$ cat src/rtl/xor2_gate_pkg.sv
// Shared constants and helpers for the xor2_gate compare cell.
// Covers the Hamming-distance port width and the saturating counter step.
package xor2_gate_pkg;

  localparam int CNT_W_DEF = 16;

  // Width needed to hold a popcount of 0..w.
  function automatic int hd_width(input int w);
    return $clog2(w + 1);
  endfunction

  // Increment v, clamped at the all-ones value of a w-bit counter (w <= 64).
  function automatic logic [63:0] sat_inc(input logic [63:0] v, input int w);
    logic [63:0] mx;
    mx = (w >= 64) ? '1 : ((64'd1 << w) - 64'd1);
    return (v >= mx) ? mx : v + 64'd1;
  endfunction

endpackage

$ cat src/rtl/xor2_gate_if.sv
// Operand / result bundle for xor2_gate; the master drives operands and strobes.
interface xor2_gate_if
  import xor2_gate_pkg::*;
#(
  parameter int WIDTH = 1,
  parameter int CNT_W = CNT_W_DEF
);
  localparam int HD_W = hd_width(WIDTH);

  logic [WIDTH-1:0] a;
  logic [WIDTH-1:0] b;
  logic             en;
  logic             clr;
  logic [WIDTH-1:0] f;
  logic [WIDTH-1:0] f_q;
  logic             parity_q;
  logic [HD_W-1:0]  hd_q;
  logic [CNT_W-1:0] mis_cnt_q;
  logic             valid_q;

  modport master (
    output a, b, en, clr,
    input  f, f_q, parity_q, hd_q, mis_cnt_q, valid_q
  );

  modport slave (
    input  a, b, en, clr,
    output f, f_q, parity_q, hd_q, mis_cnt_q, valid_q
  );
endinterface

$ cat src/rtl/xor2_gate_popcount.sv
// Combinational popcount as a balanced adder tree; leaves padded to a power of two.
module xor2_gate_popcount
  import xor2_gate_pkg::*;
#(
  parameter int WIDTH = 1
) (
  input  logic [WIDTH-1:0]           x,
  output logic [hd_width(WIDTH)-1:0] cnt
);
  localparam int HW = hd_width(WIDTH);
  localparam int L  = $clog2(WIDTH);
  localparam int N  = 1 << L;

  // Every partial sum is bounded by WIDTH, so HW bits suffice at every level.
  for (genvar k = 0; k <= L; k++) begin : lv
    logic [HW-1:0] s [N >> k];
    for (genvar i = 0; i < (N >> k); i++) begin : nd
      if (k == 0) begin : leaf
        if (i < WIDTH) begin : bit_in
          assign s[i] = HW'(x[i]);
        end else begin : pad
          assign s[i] = '0;
        end
      end else begin : add
        assign s[i] = lv[k-1].s[2*i] + lv[k-1].s[2*i+1];
      end
    end
  end

  assign cnt = lv[L].s[0];
endmodule

$ cat src/rtl/xor2_gate.sv
// Bitwise XOR cell with registered result, parity, Hamming distance and a
// saturating mismatch counter.
module xor2_gate
  import xor2_gate_pkg::*;
#(
  parameter int WIDTH = 1,
  parameter int CNT_W = CNT_W_DEF
) (
  input  logic        Clk,
  input  logic        Reset_n,
  xor2_gate_if.slave  bus
);
  localparam int HD_W   = hd_width(WIDTH);
  localparam int STAGES = 1;

  logic [WIDTH-1:0] x;
  logic [HD_W-1:0]  pc;
  logic [WIDTH-1:0] f_q;
  logic             parity_q;
  logic [HD_W-1:0]  hd_q;
  logic [CNT_W-1:0] cnt_q;
  logic [STAGES:0]  vld_pipe;

  assign x = bus.a ^ bus.b;

  xor2_gate_popcount #(.WIDTH(WIDTH)) u_pc (
    .x   (x),
    .cnt (pc)
  );

  assign vld_pipe[0] = bus.en;

  always_ff @(posedge Clk) begin
    if (!Reset_n) begin
      f_q                 <= '0;
      parity_q            <= 1'b0;
      hd_q                <= '0;
      cnt_q               <= '0;
      vld_pipe[STAGES:1]  <= '0;
    end else begin
      vld_pipe[STAGES:1] <= vld_pipe[STAGES-1:0];
      if (bus.en) begin
        f_q      <= x;
        parity_q <= ^x;
        hd_q     <= pc;
      end
      // Clear wins over a same-cycle mismatch so the count restarts at 0.
      if (bus.clr)
        cnt_q <= '0;
      else if (bus.en && (|x))
        cnt_q <= CNT_W'(sat_inc(64'(cnt_q), CNT_W));
    end
  end

  assign bus.f         = x;
  assign bus.f_q       = f_q;
  assign bus.parity_q  = parity_q;
  assign bus.hd_q      = hd_q;
  assign bus.mis_cnt_q = cnt_q;
  assign bus.valid_q   = vld_pipe[STAGES];
endmodule

$ cat src/flat_wrapper.sv
// flat-port wrapper written by rule: the top's interface ports become plain ports
module xor2_gate_flat import xor2_gate_pkg::*;
#(
  parameter int WIDTH = 1,
  parameter int CNT_W = CNT_W_DEF
)
  (Clk, Reset_n, bus_a, bus_b, bus_en, bus_clr, bus_f, bus_f_q, bus_parity_q, bus_hd_q, bus_mis_cnt_q, bus_valid_q);
  xor2_gate_if #(.WIDTH(WIDTH), .CNT_W(CNT_W)) bus_i ();
  input  logic Clk;
  input  logic Reset_n;
  input wire logic [$bits(bus_i.a)-1:0] bus_a;
  input wire logic [$bits(bus_i.b)-1:0] bus_b;
  input wire logic [$bits(bus_i.en)-1:0] bus_en;
  input wire logic [$bits(bus_i.clr)-1:0] bus_clr;
  output wire logic [$bits(bus_i.f)-1:0] bus_f;
  output wire logic [$bits(bus_i.f_q)-1:0] bus_f_q;
  output wire logic [$bits(bus_i.parity_q)-1:0] bus_parity_q;
  output wire logic [$bits(bus_i.hd_q)-1:0] bus_hd_q;
  output wire logic [$bits(bus_i.mis_cnt_q)-1:0] bus_mis_cnt_q;
  output wire logic [$bits(bus_i.valid_q)-1:0] bus_valid_q;
  assign bus_i.a = bus_a;
  assign bus_i.b = bus_b;
  assign bus_i.en = bus_en;
  assign bus_i.clr = bus_clr;
  assign bus_f = bus_i.f;
  assign bus_f_q = bus_i.f_q;
  assign bus_parity_q = bus_i.parity_q;
  assign bus_hd_q = bus_i.hd_q;
  assign bus_mis_cnt_q = bus_i.mis_cnt_q;
  assign bus_valid_q = bus_i.valid_q;
  xor2_gate #(.WIDTH(WIDTH), .CNT_W(CNT_W)) u_core (.Clk(Clk), .Reset_n(Reset_n), .bus(bus_i));
endmodule
$ cat config.mk
export PLATFORM = sky130hd
export DESIGN_NAME = xor2_gate_flat
export DESIGN_NICKNAME = d
export VERILOG_FILES = /design/src/rtl/xor2_gate_pkg.sv /design/src/rtl/xor2_gate_if.sv /design/src/rtl/xor2_gate_popcount.sv /design/src/rtl/xor2_gate.sv /design/src/flat_wrapper.sv
export SDC_FILE = /design/constraint.sdc
export NUM_CORES = 1
export LEC_CHECK = 0
export BUFFER_PORTS_ARGS = -buffer_cell sky130_fd_sc_hd__clkbuf_2
export CAP_MARGIN = 25
export CORE_MARGIN = 2
export CORE_UTILIZATION = 35
export CTS_CLUSTER_DIAMETER = 60
export DETAILED_ROUTE_END_ITERATION = 10
export SLEW_MARGIN = 20
export SYNTH_ARGS = -nofsm -noshare
export SYNTH_HDL_FRONTEND = slang
export SYNTH_SLANG_ARGS = --single-unit
$ cat constraint.sdc
create_clock -name Clk -period 1.8 [get_ports Clk]
set_input_delay 0.36 -clock Clk [delete_from_list [all_inputs] [get_ports Clk]]
set_output_delay 0.36 -clock Clk [all_outputs]
set_load 0.005 [all_outputs]
==> reports/results.ini, run 1 <==
[run_status]
status = complete, no violations

[synthesis]
yosysUniqueCellTypes = 26
synthesis.instances = 91
synth_edf_count = 0
synth.ff_latch_count = 18
synthesis.nets = 98
synth_warnings = 0
postSynth.asyncResetShare = 0
synth_area_um2 = 876
synth_seq_area_share = 0.411
synthFlopType = dfxtp_1
syn_area_per_cell_um2 = 9.62

[grt]
grt_max_degree = 17
antenna_found_initial = 0
grt_pass1_vias = 725
grt.overflow.total = 0
grtUsageTotal = 0.152
grt_pass1_wl_um = 3190

[worst_setup_path]
cp_max_fo = 14
worstSetupPathType = flip-flop to flip-flop
r2r-start = u_core.bus.mis_cnt_q[0]
cp.required_ps = 2020
crit_path_end_kind = flip-flop
path_cells = ha_1 > nand4_1 > nor3_4 > nand4_4 > a21oi_1
critical_path.max_stage_delay_ps = 360
crit_arrival_ps = 1830
r2r.worst_path.cells = 5
cp_slowest_cell = dfxtp_1
start_kind = flip-flop
worst_r2r_endpoint = u_core.bus.mis_cnt_q[8]
rrSetupSlack_ps = 190

[clock_network]
holdBufCountCts = 0
clock_latency_ps = 300
post-cts-setup-buffers = 0
clk_transition_reported_paths_ps = 110
cts-buffers-inserted = 3
root_buffer = clkbuf_4
clock-sinks = 18
htreeDepth = 1
cts_resized = 0
cts_tree = built
cts.path.max_buffers = 2

[job]
drv_cap = 0

[sta]
finalClockSkew_ps = 5.52
maxSlewHeadroom = 0.554
whs_ps = 293
post-route-min-period_ps = 1610
final_hold_viol_count = 0
worst_pin_slew_ps = 669
period_share = 0.893
fin_tns_setup_ps = 0
fmax_mhz = 622
rsz0062_at_grt = false
report.final.slew_viol_count = 0
setup_viol = 0

[hold_path]
hold_depth = 2
hold_class = input pin to flip-flop
min_to = u_core.bus.valid_q
hold_path_startpoint = Reset_n

[drt]
wl_um = 1920
wl_per_cell_um = 12.8
first_pass_iters = 1
vias_per_cell = 5.06
vias = 759
ant_nets = 0
drt-initial-drc-count = 0
drc = 0

[place]
globalplace.congestion = 0.771
io_buffers = 26
dp_cells = 146
dp_hpwl_um = 1430

[layout]
insertedDiodeCount = 0
area_growth_pct = 22.9
drive_above_1_share = 0.325
fillCellCount = 251
fin_nets = 128
stdcell_count = 150

[power]
ir_drop_mv = 0.526
p_leak_uw = 0.000483
power_uw = 709
power_density_nw_per_um2 = 659

[floorplan]
dieArea_um2 = 2920
io_pins = 27
core_area_um2 = 2430
num_rows = 18
die_y_um = 54.0
start_util = 0.360
die_w_um = 54.0

-- power breakdown --
part           leakage, uW  total [uW]  internal, uW  switching, uW
registers         0.000146         405           402           2.71
clock network    0.0000210         253           123            130
logic             0.000316        50.7          22.4           28.3
total             0.000483         709           548            161
-- critical path, delay by kind of cell (launching register included) --
family,cells,cell delay [ps]
AOI/OAI and AO/OA,1,220
and+or+nand+nor,3,760
DFF,1,360
adders and majority gates,1,190
-- worst max path at each step --
stage,slack (ps),end,cells after the start,start
global route,40,u_core.bus.mis_cnt_q[9],5,u_core.bus.mis_cnt_q[0]
global placement,180,u_core.bus.mis_cnt_q[6],5,u_core.bus.mis_cnt_q[0]
floorplan,260,u_core.bus.mis_cnt_q[0],6,u_core.bus.mis_cnt_q[0]
detailed placement,160,u_core.bus.mis_cnt_q[0],5,u_core.bus.mis_cnt_q[0]
CTS,120,u_core.bus.mis_cnt_q[0],5,u_core.bus.mis_cnt_q[0]
finish,190,u_core.bus.mis_cnt_q[8],5,u_core.bus.mis_cnt_q[0]
-- cell usage after synthesis, types with 2 or more instances --
| cell | number | area, um^2 |
|---|---|---|
| xor2_1 | 10 | 87.6 |
| nand3_1 | 7 | 35.0 |
| nand2_1 | 4 | 15.0 |
| nand4_1 | 5 | 31.3 |
| nor2_1 | 3 | 11.3 |
| xnor2_1 | 3 | 26.3 |
| dfxtp_1 | 18 | 360 |
| and4_1 | 4 | 35.0 |
| buf_4 | 3 | 22.5 |
| and3_1 | 2 | 12.5 |
| mux2i_1 | 2 | 20.0 |
| a21oi_1 | 15 | 75.1 |
| and2_1 | 2 | 12.5 |
-- registers in the layout, summed over array words and instances, names as in the netlist --
name,count
u_core.bus.f_q,1
u_core.bus.valid_q,1
u_core.bus.mis_cnt_q,16
-- area by class of cell --
cell class              count  area [um^2]  area share
multi-input cells          66          470       0.437
flip-flops and latches     18          360       0.335
repair buffers             31          168       0.156
well taps                  30         37.5      0.0349
clock buffers               4         36.3      0.0337
inverters                   1         3.75     0.00349
-- cells by family (layout without fill, tap and decap cells) --
kind of cell,Yosys count,in the layout,synth area share
AO/OA/AOI/OAI,16,16,0.0971
XOR/XNOR,14,14,0.149
adder cells (fa/ha/maj),1,1,0.0143
buffers and inverters,7,36,0.0514
flip-flops,18,18,0.411
multiplexers,2,2,0.0229
AND/OR/NAND/NOR,33,33,0.254
-- per-layer routing --
layer | routed length, um | track usage | part of all wire | vias to the layer above
met1 | 888 | 0.190 | 0.46 | 362
met2 | 940 | 0.258 | 0.49 | 15
li1 | - | - | - | 382
met5 | 0 | 0 | 0 | -
met3 | 90 | 0.0583 | 0.047 | 0
met4 | 0 | 0.0125 | 0 | 0
-- per-stage QoR --
stage                     cell area (um^2)  utilization  setup slack (ps)
final                                 1080        0.442               193
after global placement                1040        0.427               180
after CTS                             1080        0.442               119
after detailed placement              1040        0.427               156
after floorplan                        876            -               261
after global routing                  1080        0.442              37.5
-- cells in the final DEF, fill, tap and decap left out, types with 4 or more instances in the layout --
cell type | Yosys | final
a21oi_1 | 15 | 15
and4_1 | 4 | 4
buf_4 | 3 | 5
clkbuf_2 | 0 | 26
dfxtp_1 | 18 | 18
nand2_1 | 4 | 4
nand3_1 | 7 | 7
nand4_1 | 5 | 5
xor2_1 | 10 | 10
No activity file was read; power rests on OpenSTA's default activity.
==> inputs of run 2 (changes only) <==
--- a/config.mk
+++ b/config.mk
@@ -14,4 +14,5 @@
 export SLEW_MARGIN = 20
 export SYNTH_ARGS = -nofsm -noshare
 export SYNTH_HDL_FRONTEND = slang
+export SYNTH_HIERARCHICAL = 1
 export SYNTH_SLANG_ARGS = --single-unit
==> run 2 against run 1 <==
  * Via count increased by 15%
  * Non-clock buffer count increased by 7
  * Critical path type unchanged
  * Clock-buffer cell count unchanged
  * Die area increased by 4.4%
  * Routed wire length increased by 11%
==> reports/results.ini, run 2 <==
[layout]
final_cell_mix = clkbuf_2, dfxtp_1, buf_4
drive_above_1_share = 0.336  ; +0.0107
insertedDiodeCount = 0  ; unchanged
largest_reg_flops = 16  ; unchanged
final_common_cell = clkbuf_2
area_growth_pct = 26.6
fin_nets = 148  ; +16%
stdcell_count = 170  ; +13%

[floorplan]
start_util = 0.370  ; +0.0101
io_pins = 27  ; unchanged
num_rows = 18  ; unchanged
die_y_um = 55.2  ; +2.2%
dieArea_um2 = 3050  ; +4.4%
core_area_um2 = 2480  ; +1.9%
die_w_um = 55.2  ; +2.2%

[clock_network]
clock-sinks = 19  ; +1
root_buffer = clkbuf_4
htreeDepth = 1  ; unchanged
clk_transition_reported_paths_ps = 110  ; about the same
cts-buffers-inserted = 3  ; unchanged
clock_latency_ps = 290  ; about the same
cts_tree = built
cts.path.max_buffers = 2  ; unchanged

[grt]
grt.overflow.total = 0  ; unchanged
busiest_layer = met2
grt_pass1_wl_um = 3370  ; +5.4%
grt_pass1_vias = 745  ; +2.8%
antenna_found_initial = 0  ; unchanged
met1_usage = 0.194  ; +0.00480
grtUsageTotal = 0.156  ; +0.00437
use_met3 = 0.0323  ; -0.0261
grt_max_degree = 17  ; unchanged
grt_use_met2 = 0.258  ; about the same

[job]
drv_cap = 0  ; unchanged

[synthesis]
synth_area_um2 = 917  ; +4.7%
yosysTopAreaCell = dfxtp_1
synth_common_cells = dfxtp_1, a21oi_1, nor2_1, nand3_1, xnor2_1
synth_xor_area_frac = 0.0764  ; -0.0722
syn_area_per_cell_um2 = 8.65  ; -10%
synth.area.mux_share = 0.0218  ; -0.00103
synth_seq_area_share = 0.415  ; +0.00331
synth_top_family_by_area = simple AND/OR/NAND/NOR gates
synth.ff_latch_count = 19  ; +1
synthSimpleGateAreaFrac = 0.246  ; -0.00872
yosysUniqueCellTypes = 33  ; +27%
yosysMostFrequentCell = dfxtp_1
synth_compound_area_frac = 0.153  ; +0.0557
synth_top_area_share = 0.415  ; +0.00331
synthesis.nets = 113  ; +15%
synth_edf_count = 0  ; unchanged
synth_warnings = 6  ; +6
synthesis.instances = 106  ; +16%
synth-adder-area-share = 0.0136  ; -0.000643
synth_top_cells_by_area = dfxtp_1, xnor2_1, a21oi_1
synthFlopType = dfxtp_1
postSynth.asyncResetShare = 0  ; unchanged

[power]
clock_power_share = 0.303  ; -0.054
p_switching_uw = 164  ; +1.9%
power_density_nw_per_um2 = 605  ; -8.2%
p_int_uw = 539  ; -1.7%
seqPwrFrac = 0.613  ; +0.042
ir_drop_mv = 0.283  ; -46%
sw_frac_of_total = 0.233  ; +0.00641
p_leak_uw = 0.000477  ; -1.1%
p_comb_frac = 0.084  ; +0.012

[drt]
wl_per_cell_um = 12.5  ; -2.4%
vias_per_cell = 5.13  ; +1.4%
wl_um = 2120  ; +11%
drt-initial-drc-count = 4  ; +4
drc = 0  ; unchanged
first_pass_iters = 4  ; +3
vias = 872  ; +15%
ant_nets = 0  ; unchanged

[sta]
setup_viol = 0  ; unchanged
report.final.slew_viol_count = 0  ; unchanged
final_hold_viol_count = 0  ; unchanged
whs_ps = 312  ; +19.0 ps
worst_pin_slew_ps = 351  ; -318 ps
post-route-min-period_ps = 1680  ; +69.3 ps
fmax_mhz = 597  ; -4.1%
finalClockSkew_ps = 4.23  ; -1.28 ps
period_share = 0.931  ; +0.0385
maxSlewHeadroom = 0.764  ; +0.210

[hold_path]
hold_depth = 2  ; unchanged
min_to = u_core/bus.valid_q
hold_class = input pin to flip-flop
hold_path_startpoint = Reset_n

[run_status]
status = complete, no violations

[place]
globalplace.congestion = 0.706  ; -8.4%
dp_cells = 165  ; +13%
dp_hpwl_um = 1510  ; +6.1%
io_buffers = 26  ; unchanged

[worst_setup_path]
rrSetupSlack_ps = 120  ; -70 ps
cp.required_ps = 2020  ; about the same
r2r.worst_path.cells = 4  ; -1
crit_arrival_ps = 1900  ; +70 ps
cp_max_fo = 8  ; -6
worstSetupPathType = flip-flop to flip-flop
start_kind = flip-flop
r2r-start = u_core/bus.mis_cnt_q[7]
worst_r2r_endpoint = u_core/bus.mis_cnt_q[9]
crit_path_end_kind = flip-flop

run 2: cell types whose count changed after synthesis, sizes merged, moves of 3 or more:
cell / before / now
inv: 1 / 5
a31oi: 0 / 4
o21ai: 0 / 3
nor3: 2 / 5
a21oi: 15 / 8
xor2: 10 / 2
nor2: 3 / 7
or3: 0 / 3
nor4: 0 / 4
and4: 4 / 0
run 2: kinds of logic (layout without fill, tap and decap cells):
logic type | count (synthesis) | after routing
AO/OA/AOI/OAI | 22 | 22
XOR/XNOR | 8 | 8
adder cells (fa/ha/maj) | 1 | 1
buffers and inverters | 13 | 47
flip-flops | 19 | 19
multiplexers | 2 | 2
AND/OR/NAND/NOR | 41 | 41
run 2: critical path: stages (launching register included):
cell and delay, ps:
dfxtp_1 400, nand4_2 160, or4_4 570, or3_1 320
a31oi_1 160
run 2: timing repair:
| action | 4_1_cts | 5_1_grt |
|---|---|---|
| resized for setup | 0 | 3 |
| endpoints found under the hold margin | 0 | 0 |
| setup endpoints to repair | 0 | 10 |
| hold buffers | 0 | 0 |
| setup buffers | 0 | 1 |
run 2: how the worst max path moves through the flow:
stage | startpoint | endpoint | slack (ps) | cells past startpoint
5_1_grt | u_core/bus.mis_cnt_q[1] | u_core/bus.mis_cnt_q[14] | -30 | 6
6_report | u_core/bus.mis_cnt_q[7] | u_core/bus.mis_cnt_q[9] | 120 | 4
3_3_place_gp | bus_b | u_core/bus.mis_cnt_q[13] | 40 | 5
3_5_place_dp | bus_b | u_core/bus.mis_cnt_q[11] | -4 | 5
2_1_floorplan | bus_en | u_core/bus.mis_cnt_q[13] | 100 | 6
4_1_cts | u_core/bus.mis_cnt_q[0] | u_core/bus.mis_cnt_q[14] | 50 | 6
run 2: area by class of cell:
| cell class | count | area, um^2 |
|---|---|---|
| clock buffers | 4 | 26.3 |
| fillers | 260 | 1320 |
| inverters | 5 | 18.8 |
| multi-input cells | 74 | 477 |
| flip-flops and latches | 19 | 382 |
| well taps | 30 | 37.5 |
| repair buffers | 38 | 220 |
run 2: layer usage:
| layer | share of wire | wire length (um) | up-vias |
|---|---|---|---|
| met2 | 0.48 | 1020 | 18 |
| met3 | 0.043 | 91 | 2 |
| li1 | - | - | 446 |
| met4 | 0.0080 | 17 | 0 |
| met5 | 0 | 0 | - |
| met1 | 0.47 | 989 | 406 |
run 2: stage by stage:
stage | worst slack, ps | instance area (um^2) | power, uW | TNS, ps | utilization
after floorplan | 98.1 | 917 | 479 | 0 | -
after global placement | 36.3 | 1120 | 497 | 0 | 0.451
after detailed placement | -4.30 | 1120 | 498 | -4.30 | 0.451
after CTS | 50.1 | 1140 | 718 | 0 | 0.462
after global routing | -25.3 | 1160 | 744 | -29.5 | 0.469
final | 124 | 1160 | 702 | 0 | 0.469
run 2: power by group through the flow:
stage / Combinational [uW] / Sequential (uW) / Clock, uW
after floorplan: 38.8 / 440 / 0
after global placement: 57.5 / 439 / 0
after detailed placement: 58.3 / 440 / 0
after CTS: 58.4 / 431 / 229
after global routing: 66.8 / 432 / 245
final: 58.9 / 430 / 213
